File: src/rtl/counter_pkg.sv
// Shared definitions for the countdown timer: default width and FSM encoding.
package counter_pkg;

  localparam int unsigned DefaultCw = 16;

  typedef enum logic [1:0] {
    StIdle = 2'd0,
    StRun  = 2'd1,
    StHold = 2'd2
  } state_e;

endpackage

File: src/rtl/countdown_timer_if.sv
// Load and expiry handshakes of the countdown timer.
interface countdown_timer_if
  import counter_pkg::*;
#(
  parameter int unsigned CW = DefaultCw
) ();

  logic          i_load_valid;
  logic [CW-1:0] i_load_value;
  logic          i_load_auto;
  logic          o_load_ready;
  logic          o_expire_valid;
  logic          i_expire_ready;

  // Master issues loads and consumes expiry events.
  modport master (
    output i_load_valid,
    output i_load_value,
    output i_load_auto,
    output i_expire_ready,
    input  o_load_ready,
    input  o_expire_valid
  );

  // Slave is the timer itself.
  modport slave (
    input  i_load_valid,
    input  i_load_value,
    input  i_load_auto,
    input  i_expire_ready,
    output o_load_ready,
    output o_expire_valid
  );

endinterface

File: src/rtl/countdown_event_hold.sv
// Holds a pending expiry event until acknowledged and flags events lost while one is pending.
module countdown_event_hold (
  input  logic clk_i,
  input  logic rst_ni,
  input  logic event_i,
  input  logic ready_i,
  input  logic clear_overrun_i,
  output logic valid_o,
  output logic overrun_o
);

  logic valid_q, valid_d;
  logic overrun_q, overrun_d;

  // Next pending/overrun state; a new event always wins over an acknowledge.
  always_comb begin
    valid_d   = valid_q;
    overrun_d = overrun_q;
    if (valid_q && ready_i) begin
      valid_d = 1'b0;
    end
    if (event_i) begin
      valid_d = 1'b1;
      if (valid_q && !ready_i) begin
        overrun_d = 1'b1;
      end
    end
    if (clear_overrun_i) begin
      overrun_d = 1'b0;
    end
  end

  // Registers with synchronous active-low reset.
  always_ff @(posedge clk_i) begin
    if (!rst_ni) begin
      valid_q   <= 1'b0;
      overrun_q <= 1'b0;
    end else begin
      valid_q   <= valid_d;
      overrun_q <= overrun_d;
    end
  end

  assign valid_o   = valid_q;
  assign overrun_o = overrun_q;

endmodule

File: src/rtl/countdown_timer.sv
// Loadable countdown timer with one-shot/auto-reload modes, pause, abort and expiry handshake.
module countdown_timer
  import counter_pkg::*;
#(
  parameter int unsigned CW = DefaultCw
) (
  input  logic               i_clk,
  input  logic               i_rst_n,
  countdown_timer_if.slave   bus_io,
  input  logic               i_pause,
  input  logic               i_abort,
  output logic [CW-1:0]      o_count,
  output logic               o_busy,
  output logic               o_overrun
);

  state_e        state_q, state_d;
  logic [CW-1:0] count_q, count_d;
  logic [CW-1:0] period_q, period_d;
  logic          auto_q, auto_d;

  logic load_accept;
  logic active;
  logic expire;

  // A HOLD cycle with pause released counts like RUN, so a pause of N cycles delays expiry by N.
  assign load_accept = bus_io.i_load_valid && (state_q == StIdle);
  assign active      = (state_q != StIdle) && !i_abort && !i_pause;
  assign expire      = active && (count_q == '0);

  // State register.
  always_ff @(posedge i_clk) begin
    if (!i_rst_n) begin
      state_q <= StIdle;
    end else begin
      state_q <= state_d;
    end
  end

  // Next-state logic; abort beats pause beats expiry.
  always_comb begin
    state_d = state_q;
    unique case (state_q)
      StIdle: begin
        if (load_accept) begin
          state_d = StRun;
        end
      end
      StRun, StHold: begin
        if (i_abort) begin
          state_d = StIdle;
        end else if (i_pause) begin
          state_d = StHold;
        end else if (expire && !auto_q) begin
          state_d = StIdle;
        end else begin
          state_d = StRun;
        end
      end
      default: state_d = StIdle;
    endcase
  end

  // FSM outputs from registered state only.
  always_comb begin
    bus_io.o_load_ready = (state_q == StIdle);
    o_busy              = (state_q != StIdle);
  end

  // Next count, period and mode; count never goes below zero since expiry handles zero.
  always_comb begin
    count_d  = count_q;
    period_d = period_q;
    auto_d   = auto_q;
    if (load_accept) begin
      count_d  = bus_io.i_load_value;
      period_d = bus_io.i_load_value;
      auto_d   = bus_io.i_load_auto;
    end else if ((state_q != StIdle) && i_abort) begin
      count_d = '0;
    end else if (expire) begin
      count_d = auto_q ? period_q : '0;
    end else if (active) begin
      count_d = count_q - CW'(1);
    end
  end

  // Datapath registers.
  always_ff @(posedge i_clk) begin
    if (!i_rst_n) begin
      count_q  <= '0;
      period_q <= '0;
      auto_q   <= 1'b0;
    end else begin
      count_q  <= count_d;
      period_q <= period_d;
      auto_q   <= auto_d;
    end
  end

  assign o_count = count_q;

  countdown_event_hold u_event_hold (
    .clk_i           (i_clk),
    .rst_ni          (i_rst_n),
    .event_i         (expire),
    .ready_i         (bus_io.i_expire_ready),
    .clear_overrun_i (load_accept),
    .valid_o         (bus_io.o_expire_valid),
    .overrun_o       (o_overrun)
  );

`ifdef FORMAL
  // Count stays within the loaded period, and ready is exactly the idle indication.
  always_ff @(posedge i_clk) begin
    if (i_rst_n && o_busy) begin
      assert (count_q <= period_q);
    end
    assert (bus_io.o_load_ready == !o_busy);
  end
`endif

endmodule

File: src/flat_wrapper.sv
// flat-port wrapper written by rule: the top's interface ports become plain ports
module countdown_timer_flat import counter_pkg::*;
#(
  parameter int unsigned CW = DefaultCw
)
  (i_clk, i_rst_n, i_pause, i_abort, o_count, o_busy, o_overrun, bus_io_i_load_valid, bus_io_i_load_value, bus_io_i_load_auto, bus_io_i_expire_ready, bus_io_o_load_ready, bus_io_o_expire_valid);
  countdown_timer_if #(.CW(CW)) bus_io_i ();
  input  logic i_clk;
  input  logic i_rst_n;
  input  logic i_pause;
  input  logic i_abort;
  output logic [CW-1:0] o_count;
  output logic o_busy;
  output logic o_overrun;
  input wire logic [$bits(bus_io_i.i_load_valid)-1:0] bus_io_i_load_valid;
  input wire logic [$bits(bus_io_i.i_load_value)-1:0] bus_io_i_load_value;
  input wire logic [$bits(bus_io_i.i_load_auto)-1:0] bus_io_i_load_auto;
  input wire logic [$bits(bus_io_i.i_expire_ready)-1:0] bus_io_i_expire_ready;
  output wire logic [$bits(bus_io_i.o_load_ready)-1:0] bus_io_o_load_ready;
  output wire logic [$bits(bus_io_i.o_expire_valid)-1:0] bus_io_o_expire_valid;
  assign bus_io_i.i_load_valid = bus_io_i_load_valid;
  assign bus_io_i.i_load_value = bus_io_i_load_value;
  assign bus_io_i.i_load_auto = bus_io_i_load_auto;
  assign bus_io_i.i_expire_ready = bus_io_i_expire_ready;
  assign bus_io_o_load_ready = bus_io_i.o_load_ready;
  assign bus_io_o_expire_valid = bus_io_i.o_expire_valid;
  countdown_timer #(.CW(CW)) u_core (.i_clk(i_clk), .i_rst_n(i_rst_n), .bus_io(bus_io_i), .i_pause(i_pause), .i_abort(i_abort), .o_count(o_count), .o_busy(o_busy), .o_overrun(o_overrun));
endmodule
File: config.mk
export PLATFORM = sky130hd
export DESIGN_NAME = countdown_timer_flat
export DESIGN_NICKNAME = d
export VERILOG_FILES = /design/src/rtl/counter_pkg.sv /design/src/rtl/countdown_timer_if.sv /design/src/rtl/countdown_event_hold.sv /design/src/rtl/countdown_timer.sv /design/src/flat_wrapper.sv
export SDC_FILE = /design/constraint.sdc
export NUM_CORES = 1
export LEC_CHECK = 0
export BUFFER_PORTS_ARGS = -buffer_cell sky130_fd_sc_hd__buf_2
export CAP_MARGIN = 30
export CORE_ASPECT_RATIO = 1.2
export CORE_MARGIN = 5
export CORE_UTILIZATION = 50
export DETAILED_ROUTE_END_ITERATION = 12
export PLACE_DENSITY = 0.82
export SYNTH_ARGS = -nofsm -noshare
export SYNTH_HDL_FRONTEND = slang
export SYNTH_HIERARCHICAL = 1
export SYNTH_SLANG_ARGS = --single-unit
File: constraint.sdc
create_clock -name i_clk -period 2 [get_ports i_clk]
set_input_delay 0.2 -clock i_clk [delete_from_list [all_inputs] [get_ports i_clk]]
set_output_delay 0.2 -clock i_clk [all_outputs]
set_load 0.01 [all_outputs]
==> qor.yml, run 1 <==
critical_path:
  required_ns: 2.21
  cp_num_buf_inv: 3
  crit_chain: "inv_1 > ha_1 > buf_4 > nand2b_1 > o21ai_1 > buf_4 > nor2_1 > a31oi_1"
  crit_arrival_ns: 2.09
  critical_path_class: "flip-flop to flip-flop"
  path_common_cell: "buf_4"
  path_delay_family: "buffers and inverters"
  crit_path_top_delay_cell: "dfxtp_1"
  end_kind: "flip-flop"
  cp-start-kind: "flip-flop"
  cpPeakStageDelay_ns: 0.36
  cp_max_fo: 18
yosys:
  syn_area_per_cell_sq_um: 8.037
  yosysWarnings: 6
  yosys-top-cells-count: "nand2_1 (46), dfxtp_1 (37), nand3_1 (13)"
  synth_area_sq_um: 2146
  synth_top_cell_by_area: "dfxtp_1"
  synth-simple-area-share_pct: 29.80
  synth_top_family_by_area: "simple AND/OR/NAND/NOR gates"
  synth_top_cell_area_share_pct: 34.52
  yosysMostFrequentCell: "nand2_1"
  synth-xor-area-share_pct: 4.490
  async_flop_share_pct: 0
  synth_edf_count: 0
  synth_cell_types: 46
  synth_compound_area_share_pct: 21.57
  synth_nets: 294
  synthMuxAreaShare_pct: 1.458
  ys.flop_type: "dfxtp_1"
  synth-adder-area-share_pct: 2.332
  synthCells: 267
  ys_ff_latch: 37
  yosysSeqAreaShare_pct: 34.52
  synth_area_leaders: "dfxtp_1 (35%), nand2_1 (8.0%), a21boi_0 (3.5%), a31oi_1 (3.5%), o21a_1 (3.5%)"
finish:
  final_cell_count_no_fill: 375
  area_delta_synth_final_pct: 20.70
  n_antenna_cell: 0
  layout.nets: 345
  drive_above_1_share_pct: 24.14
cts:
  cts_sinks: 37
  cts_buffer_depth: 2
  tritoncts: "done"
  clk_pin_slew_ns: 0.07
  root_buffer: "clkbuf_8"
  cts_made_buffers: 5
  h-tree-depth: 2
  clkLatencyLatePin_ns: 0.29
  cts_post_setup_buffers_inserted: 0
  cts_hold_buf: 0
timing:
  fmax_ghz: 0.5302
  fin_crit_ns: 1.886
  fin_crit_sh_pct: 94.31
  drv_slew: 0
  rsz0062_at_grt: "no"
  skew_ns: 0.005300
  finalHoldViolCount: 0
  hold_slack_ns: 0.1671
  worst_pin_slew_ns: 0.5108
  setup-violations-final: 0
  setup_ws_ns: 0.1138
  maxSlewHeadroom_pct: 65.95
  fin_setup_tns_ns: 0
detailed_routing:
  drt_pass1_iterations: 5
  viasPerCell: 5.845
  drc: 0
  dr.first_iter.drc_count: 173
  vias: 2192
  wl_per_cell_microns: 16.00
  ant_nets: 0
  routed_wl_microns: 5999
placement:
  dp_cells: 367
  io_buffers: 42
  pre_cts_slack_ns: 0.03880
  hpwl_microns: 4128
  gp_congestion: 0.8267
grt:
  track_usage_pct: 21.13
  grt_max_degree: 33
  overflow: 0
  grt_pass1_wl_microns: 9542
  grt_pass1_vias: 2078
  antenna_found_initial: 0
die:
  rows: 26
  die_w_microns: 69.80
  floorplan.core_area_sq_um: 4197
  die_h_microns: 81.76
  start_util_pct: 51.13
  die-area_sq_um: 5707
  io_pins: 43
job:
  cap_violations: 0
pwr:
  ir_worst_vdd_mv: 0.3910
  switchingPower_mw: 0.7489
  p_int_mw: 1.402
  comb_power_share_pct: 35.4
  seqPwrFrac_pct: 41.3
  sw_frac_of_total_pct: 34.81
  p_leak_nw: 1.128
  clockPowerShare_pct: 23.3
  powerDensity_nw_per_um2: 830.6
run_status:
  status: "finished clean"
worst_hold_path:
  worstHoldPathType: "input pin to flip-flop"
cells by family (layout without fill, tap and decap cells):
kind of cell | Yosys count | in the layout
DFF | 37 | 37
muxes | 3 | 3
xor gates and xnor gates | 11 | 11
adders and majority gates | 4 | 4
buffers and inverters | 25 | 77
and+or+nand+nor | 121 | 121
AOI/OAI and AO/OA | 66 | 66
timing repair:
action	CTS	global route
hold endpoints to repair	0	0
setup endpoints to repair	0	18
resized for setup	0	5
final timing paths:
check                                              startpoint  cells past startpoint                            end  slack, ns
worst max-delay path                        u_core/state_q[0]                      8              u_core/o_count[4]       0.11
worst min-delay path                       bus_io_i_load_auto                      3                  u_core/auto_q       0.17
worst max register to register              u_core/state_q[0]                      8              u_core/o_count[4]       0.11
worst min register to register  u_core/u_event_hold/overrun_o                      2  u_core/u_event_hold/overrun_o       0.45
metal layers:
| layer | GRT usage, % | up-vias | wire, microns |
|---|---|---|---|
| li1 | - | 1058 | - |
| met1 | 23.03 | 1002 | 2369 |
| met2 | 37.43 | 107 | 3041 |
| met3 | 4.529 | 25 | 364 |
| met4 | 13.60 | 0 | 223 |
| met5 | 0 | - | 0 |
metrics by stage:
step	total power, mW	utilization, %	cell area (sq um)
6_report	2.151	61.72	2590
4_1_cts	2.153	61.27	2571
5_1_grt	2.277	61.72	2590
3_5_place_dp	1.638	59.36	2491
3_3_place_gp	1.615	59.36	2491
2_1_floorplan	1.381	-	2146
state kept, by name, indices dropped and copies added (netlist names):
register                       count
u_core/o_count                    16
u_core/period_q                   16
u_core/state_q                     2
u_core/auto_q                      1
u_core/u_event_hold/overrun_o      1
u_core/u_event_hold/valid_o        1
power groups by stage:
stage                     combinational, mW  sequential, mW  clock (mW)
final                                 0.762           0.888       0.501
after detailed placement              0.734           0.904           0
after global placement                0.715           0.900           0
after global routing                  0.836           0.897       0.544
after floorplan                       0.462           0.919           0
after CTS                             0.746           0.887       0.520
tightest hold or removal path, stage by stage:
cell and delay, ns:
buf_2 0.09, nand2_1 0.04, a21boi_0 0.07
layout by cell type, fill, tap and decap left out, types with 10 or more instances in the layout:
| master | count |
|---|---|
| a21boi_0 | 10 |
| a31oi_1 | 12 |
| o21a_1 | 10 |
| nand3_1 | 13 |
| nand2_1 | 46 |
| buf_4 | 18 |
| nor2_1 | 11 |
| buf_2 | 42 |
| dfxtp_1 | 37 |
final cells by class:
class | count | area [sq um]
Fill cell | 380 | 1607
Tap cell | 56 | 70.07
Timing Repair Buffer | 61 | 365.4
Clock buffer | 8 | 80.08
Inverter | 8 | 35.03
Sequential cell | 37 | 740.7
Multi-Input combinational cell | 205 | 1299
Note: power is estimated with default switching activity, not from simulation.
==> inputs of run 2 (changes only) <==
--- a/config.mk
+++ b/config.mk
@@ -9,9 +9,9 @@
 export CAP_MARGIN = 30
 export CORE_ASPECT_RATIO = 1.2
 export CORE_MARGIN = 5
-export CORE_UTILIZATION = 50
+export CORE_UTILIZATION = 49
 export DETAILED_ROUTE_END_ITERATION = 12
-export PLACE_DENSITY = 0.82
+export PLACE_DENSITY = 0.83
 export SYNTH_ARGS = -nofsm -noshare
 export SYNTH_HDL_FRONTEND = slang
 export SYNTH_HIERARCHICAL = 1
==> constraint.sdc (replaced) <==
create_clock -name i_clk -period 1.7 [get_ports i_clk]
set_input_delay 0.17 -clock i_clk [delete_from_list [all_inputs] [get_ports i_clk]]
set_output_delay 0.17 -clock i_clk [all_outputs]
set_load 0.01 [all_outputs]
==> qor.yml, run 2 (synthesized netlist as in run 1, its figures left out) <==
critical_path:
  end_kind: "flip-flop"
  ff2ff_setup_slack_ns: -0.008
  cp-start-kind: "flip-flop"
  critical_path_class: "flip-flop to flip-flop"
  cp_max_fo: 5
  required_ns: 1.89
  crit_arrival_ns: 1.90
timing:
  drv_slew: 0
  fmax_ghz: 0.5856
  skew_ns: 0.005948
  finalHoldViolCount: 0
  maxSlewHeadroom_pct: 76.64
  fin_crit_ns: 1.708
  fin_crit_sh_pct: 100.4
  setup-violations-final: 1
  rsz0062_at_grt: "yes"
  setup_ws_ns: -0.007542
  worst_pin_slew_ns: 0.3499
  hold_slack_ns: 0.1493
die:
  rows: 26
  die-area_sq_um: 5808
  die_w_microns: 70.41
  floorplan.core_area_sq_um: 4262
  start_util_pct: 50.35
  io_pins: 43
  die_h_microns: 82.49
placement:
  gp_congestion: 0.8535
  hpwl_microns: 4369
  io_buffers: 42
  dpl_cell_area_sq_um: 2649
cts:
  root_buffer: "clkbuf_8"
  cts_sinks: 37
  clk_pin_slew_ns: 0.07
  tritoncts: "done"
  cts_made_buffers: 5
  h-tree-depth: 2
  cts_buffer_depth: 2
  clkLatencyLatePin_ns: 0.29
run_status:
  violations: "setup timing"
  status: "complete, but fails checks"
finish:
  fillCellCount: 358
  drive_above_1_share_pct: 32.15
  n_antenna_cell: 0
  layout_common_cells: "nand2_1 (45), buf_2 (43), buf_4 (36), dfxtp_1 (35), nand3_1 (13)"
  stdcell_area_sq_um: 2809
  final_common_cell: "nand2_1"
  layout.nets: 366
  area_delta_synth_final_pct: 30.90
pwr:
  ir_worst_vdd_mv: 0.5153
  p_leak_nw: 1.240
  powerDensity_nw_per_um2: 964.0
  p_total_mw: 2.708
job:
  cap_violations: 0
grt:
  track_usage_pct: 21.33
  overflow: 0
  grt_max_degree: 33
  antenna_found_initial: 0
  grt_pass1_wl_microns: 9825
  grt_pass1_vias: 2113
detailed_routing:
  viasPerCell: 5.739
  routed_wl_microns: 6332
  ant_nets: 0
  vias: 2267
  drt_pass1_iterations: 5
  dr.first_iter.drc_count: 146
  drc: 0
  wl_per_cell_microns: 16.03
worst_hold_path:
  worstHoldPathType: "input pin to flip-flop"
-- run 2: per-layer routing --
metal	routed length [microns]	global-route usage, %	share of wire, %	up-vias
met3	417	3.753	6.6	12
li1	-	-	-	1097
met1	2586	24.91	41	1052
met4	116	9.195	1.8	0
met2	3211	38.48	51	106
met5	0	0	0	-
-- run 2: worst max-delay path, stage by stage, from the launching register on --
cell	delay, ns
dfxtp_2	0.36
inv_2	0.05
ha_4	0.17
nor3_4	0.14
nand4_1	0.13
or2_4	0.30
buf_6	0.14
mux2i_1	0.12
a22o_1	0.20
-- run 2: final cells by class --
cell class | count | area, sq um | area share [%]
clock buffer | 7 | 86.33 | 3.074
inverter | 8 | 35.03 | 1.247
multi-input combinational | 205 | 1346 | 47.93
sequential | 37 | 743.2 | 26.46
tap | 56 | 70.07 | 2.494
timing repair buffer | 82 | 528.0 | 18.80
-- run 2: worst paths after layout --
check / startpoint / endpoint / depth (start not counted)
worst max register to register: u_core/state_q[0] / u_core/o_count[11] / 8
worst min register to register: u_core/u_event_hold/overrun_o / u_core/u_event_hold/overrun_o / 2
worst min-delay path: bus_io_i_load_value[14] / u_core/period_q[14] / 3
worst max-delay path: u_core/state_q[0] / u_core/o_count[11] / 8
-- run 2: power breakdown --
group	leakage, nW	switching, mW	internal, mW
combinational	0.890	0.543	0.499
sequential	0.305	0.0788	0.952
clock	0.0443	0.313	0.322
-- run 2: what timing repair did --
action,in CTS,in global routing
gates resized for setup,1,9
gates cloned,0,1
setup buffers,0,3
endpoints found under the setup margin,3,16
hold buffers,0,0
-- run 2: per-stage QoR --
stage               setup TNS (ns)  worst slack [ns]  std cells  utilization [%]
floorplan                  -0.1647          -0.01872        267                -
global placement                 0           0.05303        384            62.16
detailed placement        -0.01565         -0.008442        384            62.16
CTS                              0          0.006951        391            64.24
global route               -0.4392          -0.07309        395            65.91
finish                   -0.007542         -0.007542        395            65.91
==> inputs of run 3 (changes only) <==
--- a/config.mk
+++ b/config.mk
@@ -9,9 +9,10 @@
 export CAP_MARGIN = 30
 export CORE_ASPECT_RATIO = 1.2
 export CORE_MARGIN = 5
-export CORE_UTILIZATION = 49
+export CORE_UTILIZATION = 50
 export DETAILED_ROUTE_END_ITERATION = 12
-export PLACE_DENSITY = 0.83
+export PLACE_DENSITY = 0.82
+export SETUP_SLACK_MARGIN = 0.5
 export SYNTH_ARGS = -nofsm -noshare
 export SYNTH_HDL_FRONTEND = slang
 export SYNTH_HIERARCHICAL = 1
==> constraint.sdc (replaced) <==
create_clock -name i_clk -period 2.1 [get_ports i_clk]
set_input_delay 0.21 -clock i_clk [delete_from_list [all_inputs] [get_ports i_clk]]
set_output_delay 0.21 -clock i_clk [all_outputs]
set_load 0.01 [all_outputs]
==> qor.yml, run 3 (synthesized netlist as in run 1, its figures left out) <==
placement:
  io_buffers: 42
  dp_cells: 360
  gp_congestion: 0.8428
  hpwl_microns: 4186
  dpl_cell_area_sq_um: 2456
pwr:
  p_total_mw: 2.232
  powerDensity_nw_per_um2: 796.4
  p_leak_nw: 1.224
  ir_worst_vdd_mv: 0.4597
critical_path:
  required_ns: 2.30
  crit_chain: "inv_2 > ha_4 > nor3_4 > nand4_1 > or2_4 > clkinv_4 > a31oi_1 > a21oi_1"
  cp-start-kind: "flip-flop"
  end_kind: "flip-flop"
  crit_arrival_ns: 1.89
  cpPeakStageDelay_ns: 0.35
  cp_max_fo: 15
  crit_path_top_delay_cell: "dfxtp_2"
  critical_path_class: "flip-flop to flip-flop"
cts:
  cts_sinks: 37
  h-tree-depth: 2
  cts_buffer_depth: 2
  tritoncts: "done"
  clkLatencyLatePin_ns: 0.29
  cts_made_buffers: 5
  clk_pin_slew_ns: 0.08
  root_buffer: "clkbuf_8"
  cts_hold_buf: 0
finish:
  layout_common_cells: "nand2_1 (46), buf_2 (42), dfxtp_1 (30), buf_4 (25), nand3_1 (13)"
  seq_area_sq_um: 752.0
  fillCellCount: 328
  final_common_cell: "nand2_1"
  area_delta_synth_final_pct: 30.61
  layout.nets: 354
  final_util_pct: 66.79
  stdcell_area_sq_um: 2803
  n_antenna_cell: 0
  multi_input_area_sq_um: 1379
  final_cell_count_no_fill: 384
  drive_above_1_share_pct: 32.93
grt:
  grt_max_degree: 24
  track_usage_pct: 23.33
  grt_pass1_vias: 2196
  overflow: 0
  grt_pass1_wl_microns: 10500
  antenna_found_initial: 0
die:
  start_util_pct: 51.13
  die-area_sq_um: 5707
  die_h_microns: 81.76
  rows: 26
  io_pins: 43
  die_w_microns: 69.80
  floorplan.core_area_sq_um: 4197
worst_hold_path:
  worstHoldPathType: "input pin to flip-flop"
detailed_routing:
  drc: 0
  drt_pass1_iterations: 6
  vias: 2316
  dr.first_iter.drc_count: 219
  wl_per_cell_microns: 17.19
  ant_nets: 0
  viasPerCell: 6.031
  routed_wl_microns: 6601
timing:
  fmax_ghz: 0.5916
  setup-violations-final: 0
  worst_pin_slew_ns: 0.7697
  rsz0062_at_grt: "yes"
  finalHoldViolCount: 0
  fin_crit_ns: 1.690
  fin_setup_tns_ns: 0
  skew_ns: 0.007999
  maxSlewHeadroom_pct: 48.62
  drv_slew: 0
  fin_crit_sh_pct: 80.50
run_status:
  status: "finished clean"
job:
  cap_violations: 0
==> run 3: critical path, delay by kind of cell (launching register included) <==
family	cells	cell delay (ns)
buf+inv	2	0.18
fa+ha+maj	1	0.18
flops	1	0.35
compound gates	2	0.33
simple gates	3	0.56
==> run 3: layer usage <==
layer  vias to the layer above  global-route usage, %  wire length (microns)
met3                        32                  5.141                    541
met5                         -                      0                      0
met4                         0                  12.84                    354
met2                       141                  41.59                   3239
li1                       1070                      -                      -
met1                      1073                  25.98                   2466
==> run 3: area by class of cell <==
| class | instances | share of cell area (%) |
|---|---|---|
| tap | 56 | 2.500 |
| multi-input combinational | 205 | 49.20 |
| inverter | 8 | 1.250 |
| timing repair buffer | 70 | 16.61 |
| sequential | 37 | 26.83 |
| clock inverter | 1 | 0.1786 |
| clock buffer | 7 | 3.437 |
==> run 3: timing repair <==
item / CTS / global route
endpoints found under the hold margin: 0 / 0
cloned: 1 / 0
pin swaps: 8 / 5
endpoints found under the setup margin: 19 / 19
gates resized for setup: 12 / 11
buffers inserted: 12 / 3
==> run 3: worst paths after layout <==
path | from | end | slack [ns] | cells after the start
min reg2reg | u_core/u_event_hold/overrun_o | u_core/u_event_hold/overrun_o | 0.45 | 2
max | u_core/state_q[0] | u_core/o_count[3] | 0.41 | 8
max reg2reg | u_core/state_q[0] | u_core/o_count[3] | 0.41 | 8
min | bus_io_i_load_auto | u_core/auto_q | 0.16 | 3
==> run 3: through the flow <==
stage | worst slack [ns] | hold slack (ns)
3_3_place_gp | 0.2260 | 0.4376
6_report | 0.4095 | 0.1642
5_1_grt | 0.3583 | 0.1581
2_1_floorplan | 0.3814 | 0.3275
4_1_cts | 0.4380 | 0.1604
3_5_place_dp | 0.1915 | 0.4423
==> run 3: report_power, final <==
| part | internal [mW] | switching (mW) | total [mW] |
|---|---|---|---|
| logic | 0.378 | 0.418 | 0.796 |
| registers | 0.774 | 0.109 | 0.882 |
| clock network | 0.297 | 0.258 | 0.554 |
| total | 1.45 | 0.784 | 2.23 |
